===== src/rtl/k2_pkg.sv =====
// Shared types and constants for the pc_sequencer instruction sequencer.
// Latency: n/a (declarations only).
// Backpressure: n/a.
// Contents: FSM state encoding, instruction field positions, memory-op test.
package k2_pkg;

  typedef enum logic [1:0] {
    EXEC = 2'd0,
    MEM  = 2'd1,
    HALT = 2'd2
  } state_t;

  // Instruction word layout: [7]=J, [6]=C, [5:4]=D, [3:0]=imm
  localparam int INSTR_W    = 8;
  localparam int J_BIT      = 7;
  localparam int C_BIT      = 6;
  localparam int D_HI       = 5;
  localparam int D_LO       = 4;
  localparam int IMM_HI     = 3;
  localparam int IMM_LO     = 0;
  localparam int IMM_W      = IMM_HI - IMM_LO + 1;

  // Destination code that, together with C=1, marks a memory operation
  localparam logic [1:0] D_MEM_OP = 2'b11;

  function automatic logic is_mem_op(input logic [INSTR_W-1:0] instr);
    return instr[C_BIT] && (instr[D_HI:D_LO] == D_MEM_OP);
  endfunction

endpackage


===== src/rtl/k2_flag_reg.sv =====
// Zero/carry flag holding register with load enable.
// Latency: 1 cycle from load to zf/cf.
// Backpressure: none; caller gates load (stall/state) before it reaches here.
// Ports: clk, rst (sync, active-high), load, zf_in/cf_in -> zf/cf.
module k2_flag_reg (
  input  logic clk,
  input  logic rst,
  input  logic load,
  input  logic zf_in,
  input  logic cf_in,
  output logic zf,
  output logic cf
);

  always_ff @(posedge clk) begin
    if (rst) begin
      zf <= 1'b0;
      cf <= 1'b0;
    end else if (load) begin
      zf <= zf_in;
      cf <= cf_in;
    end
  end

endmodule


===== src/rtl/pc_sequencer.sv =====
// Program-counter sequencer: EXEC/MEM/HALT FSM, flag latch, retired counter.
// Latency: all outputs registered, updated on the edge after the inputs.
// Backpressure: stall=1 freezes every register; rst overrides stall.
// Ports: instr/jcf steer pc; alu_zf/alu_cf/flag_update feed flags;
//        pc, s_reg (MEM phase), zf_reg, cf_reg, halted, retired are outputs.
module pc_sequencer
  import k2_pkg::*;
#(
  parameter int PC_W  = 4,
  parameter int CNT_W = 16
) (
  input  logic               clk,
  input  logic               rst,
  input  logic [INSTR_W-1:0] instr,
  input  logic               jcf,
  input  logic               alu_zf,
  input  logic               alu_cf,
  input  logic               flag_update,
  input  logic               stall,
  output logic [PC_W-1:0]    pc,
  output logic               s_reg,
  output logic               zf_reg,
  output logic               cf_reg,
  output logic               halted,
  output logic [CNT_W-1:0]   retired
);

  state_t            state;
  logic              mem_op;
  logic [PC_W-1:0]   imm_ext;
  logic [PC_W-1:0]   pc_inc;
  logic [CNT_W-1:0]  ret_inc;
  logic              flag_load;
  logic              unused_j;

  // The J bit is already folded into jcf by the jump-condition logic.
  assign unused_j  = instr[J_BIT];

  assign mem_op    = is_mem_op(instr);
  assign imm_ext   = PC_W'(instr[IMM_HI:IMM_LO]);
  // Natural overflow gives the required wrap from all-ones to zero.
  assign pc_inc    = pc + PC_W'(1);
  // Saturating increment: the counter sticks at all-ones.
  assign ret_inc   = (retired == {CNT_W{1'b1}}) ? retired : retired + CNT_W'(1);
  assign flag_load = flag_update && !stall && (state == EXEC);

  always_ff @(posedge clk) begin
    if (rst) begin
      state   <= EXEC;
      pc      <= '0;
      s_reg   <= 1'b0;
      halted  <= 1'b0;
      retired <= '0;
    end else if (!stall) begin
      case (state)
        EXEC: begin
          if (mem_op) begin
            // pc held; the memory phase retires the instruction
            state <= MEM;
            s_reg <= 1'b1;
          end else if (jcf && (imm_ext == pc)) begin
            // Jump-to-self is the program's halt idiom
            state   <= HALT;
            halted  <= 1'b1;
            retired <= ret_inc;
          end else begin
            pc      <= jcf ? imm_ext : pc_inc;
            retired <= ret_inc;
          end
        end
        MEM: begin
          state   <= EXEC;
          s_reg   <= 1'b0;
          pc      <= pc_inc;
          retired <= ret_inc;
        end
        HALT: begin
          // Only rst leaves HALT
        end
        default: begin
          state  <= EXEC;
          s_reg  <= 1'b0;
          halted <= 1'b0;
        end
      endcase
    end
  end

  k2_flag_reg u_flag_reg (
    .clk   (clk),
    .rst   (rst),
    .load  (flag_load),
    .zf_in (alu_zf),
    .cf_in (alu_cf),
    .zf    (zf_reg),
    .cf    (cf_reg)
  );

endmodule


===== config.mk =====
export PLATFORM = sky130hd
export DESIGN_NAME = pc_sequencer
export DESIGN_NICKNAME = d
export VERILOG_FILES = /design/src/rtl/k2_pkg.sv /design/src/rtl/k2_flag_reg.sv /design/src/rtl/pc_sequencer.sv
export SDC_FILE = /design/constraint.sdc
export NUM_CORES = 1
export LEC_CHECK = 0
export ABC_AREA = 1
export CORE_ASPECT_RATIO = 1.75
export CORE_UTILIZATION = 45
export CTS_CLUSTER_DIAMETER = 200
export DETAILED_ROUTE_END_ITERATION = 8
export PLACE_DENSITY_LB_ADDON = 0.08
export SKIP_CTS_REPAIR_TIMING = 1
export SLEW_MARGIN = 20
export SYNTH_ARGS = -nofsm -noshare
export SYNTH_HDL_FRONTEND = slang
export SYNTH_SLANG_ARGS = --single-unit
export TNS_END_PERCENT = 1

===== constraint.sdc =====
create_clock -name clk -period 1.5 [get_ports clk]
set_clock_uncertainty 0.1 [all_clocks]
set_input_delay 0.15 -clock clk [delete_from_list [all_inputs] [get_ports clk]]
set_output_delay 0.15 -clock clk [all_outputs]
set_load 0.02 [all_outputs]

==> reports/metrics.cfg, run 1 <==
[sta]
final-setup-viol-count = 18
drv_slew = 0
period_minus_slack_ns = 1.68
setup_slack_ns = -0.178
max_slew.worst_pin.slew_ns = 0.428
period_share_pct = 112
fmax_mhz = 596
rsz0062_at_grt = yes
fin_tns_setup_ns = -1.46
maxSlewHeadroom_pct = 71.4
timing.final.hold_violations = 0

[placement]
io_buffers = 37
post_dp_cell_area_mm2 = 0.00240
dp.cells = 371
place_hpwl_um = 3220
gp_congestion = 0.763

[layout]
layout-drive-gt1-share_pct = 29.7
stdcell_count = 379
fillers = 289
num_antenna_cells = 0
largest_reg_flops = 16
nNetsFinal = 354
top_register = retired
final_area_mm2 = 0.00265
reg.largest.list = retired (16), pc (4), state (2)
area_delta_synth_final_pct = 54.6
finish.utilization_pct = 73.1

[drt]
dr_total_vias = 1874
viasPerCell = 4.94
wl_um = 4400
drc = 0
drt-pass1-iter-count = 4
ant_nets = 0
first_iter_violations = 36
wl_per_cell_um = 11.6

[floorplanning]
die_y_um = 83.7
rows = 29
start_util_pct = 47.3
die_x_um = 48.7
core_area_mm2 = 0.00363
die_area_mm2 = 0.00407
num_io_pins = 39

[critical_path]
slowest_delay_ns = 0.37
critPathBufInv = 4
cp-startpoint = state[0]
path_delay_family = simple AND/OR/NAND/NOR gates
r2r_cells = 11
path_max_fanout = 7
reg2reg_from = state[0]
r2r_slack_ns = -0.18
slowest_stage = dfxtp_4
cp_cell_sequence = inv_4 -> ha_4 -> nor2_2 -> inv_2 -> nand2_4 -> nor2_8 -> inv_2 -> nor2_4 -> clkbuf_16 -> nand2_1 -> a21oi_1
cp-start-kind = flop
crit_required_ns = 1.60
worst-path-stages = 11
reg2reg_to = retired[13]
critical_path_class = reg -> reg
crit_top_cell = inv_2
arrival_ns = 1.78
crit_path_end = retired[13]
cp-end-kind = flop

[logic_synthesis]
synth-seq-cells = 26
synthArstFlopShare_pct = 0
yosys.area.top_type = dfxtp_1
postSynthAreaPerCell_um2 = 6.52
synthTopCellsByArea = dfxtp_1, nand2_1, nor2_1
synth_top_area_share_pct = 30.3
synth.distinct_cells = 25
synthMostInstantiatedCell = nand2_1
netlist_top_cells_count = nand2_1, nor2_1, inv_1, dfxtp_1, nand3_1
ys.flop_type = dfxtp_1
ys_seq_area_share_pct = 30.3
synth_area_mm2 = 0.00172
synth_nets = 283
synth-warning-count = 0
synth_edf_count = 0
synth_cells = 263

[min_path]
min_path_type = reg -> reg

[clock_network]
cts_root_buffer = clkbuf_8
cts_tree = yes
cts_made_buffers = 3
cts_buffer_depth = 2
cts_max_level = 1
clk_latency_ns = 0.27
clkTransAtPathRegs_ns = 0.10
clock_sinks = 26

[global_route]
grt-ovfl-total = 0
grt_max_degree = 16
antenna_found_initial = 0
grt_pass1_wl_um = 7050
grt_usage_pct = 21.6
grt_pass1_vias = 1767

[power_and_ir_drop]
power_mw = 1.76
powerDensity_mw_per_mm2 = 664
vdd_ir_drop_max_mv = 0.490
power.leakage_nw = 1.54

[run_status]
status = complete, but fails checks
violations = setup timing

[flow_run]
maxCapViolCount = 0

[per-layer routing]
layer  track usage (%)  vias up  part of all wire [%]
li1                  -      959                     -
met1              19.9      860                    36
met2              45.3       46                    58
met3              1.64        9                   2.9
met4              8.82        0                   2.5
met5                 0        -                     0
[cell usage in the layout, fill, tap and decap left out, drive strengths merged, types with 10 or more instances in the layout]
cell / instances
nand2: 82
clkdlybuf4s50: 13
nor2: 48
dfxtp: 26
inv: 35
a21oi: 19
buf: 33
nand3: 17
o21ai: 10
dlymetal6s2s: 24
[tightest hold or removal path: cells and delay by family, from the launching register on]
family / cells / cell delay (ns)
compound gates: 1 / 0.05
flops: 1 / 0.32
simple gates: 1 / 0.06
[through the flow]
stage	hold slack, ns	worst slack, ns
final	0.366	-0.178
after detailed placement	0.360	-0.129
after global routing	0.404	-0.257
after global placement	0.348	-0.106
after CTS	0.374	-0.162
after floorplan	0.112	0.00339
[where the power goes]
part / leakage [nW] / internal [mW] / switching (mW) / total (mW)
logic: 1.28 / 0.209 / 0.213 / 0.422
clock network: 0.0357 / 0.357 / 0.242 / 0.600
registers: 0.221 / 0.714 / 0.0243 / 0.739
total: 1.54 / 1.28 / 0.480 / 1.76
[how the worst min path moves through the flow]
stage	depth (start not counted)	start	to	slack (ns)
2_1_floorplan	1	rst	retired[11]	0.11
3_3_place_gp	2	s_reg	s_reg	0.35
3_5_place_dp	2	s_reg	s_reg	0.36
4_1_cts	2	s_reg	s_reg	0.37
5_1_grt	2	retired[12]	retired[12]	0.40
6_report	2	s_reg	s_reg	0.37
[layout make-up]
class | instances | area, um2 | share of cell area, %
Multi-Input combinational cell | 197 | 1110 | 41.8
Sequential cell | 26 | 551 | 20.8
Tap cell | 46 | 57.6 | 2.17
Clock buffer | 3 | 41.3 | 1.56
Clock inverter | 1 | 30.0 | 1.13
Inverter | 35 | 136 | 5.14
Timing Repair Buffer | 71 | 728 | 27.5
[cell families after synthesis]
| logic type | count (synthesis) | share of synthesized area [%] |
|---|---|---|
| simple gates | 155 | 42.0 |
| buf+inv | 40 | 9.70 |
| compound gates | 29 | 10.2 |
| flops | 26 | 30.3 |
| xor+xnor | 8 | 4.08 |
| fa+ha+maj | 5 | 3.65 |
Power figures use the tool's default switching activity.
==> inputs of run 2 (changes only) <==
--- a/config.mk
+++ b/config.mk
@@ -10,6 +10,7 @@
 export CORE_UTILIZATION = 45
 export CTS_CLUSTER_DIAMETER = 200
 export DETAILED_ROUTE_END_ITERATION = 8
+export HOLD_SLACK_MARGIN = 0.03
 export PLACE_DENSITY_LB_ADDON = 0.08
 export SKIP_CTS_REPAIR_TIMING = 1
 export SLEW_MARGIN = 20
==> results of run 2 <==
No change in the layout: final DEF, timing and power equal those of run 1.
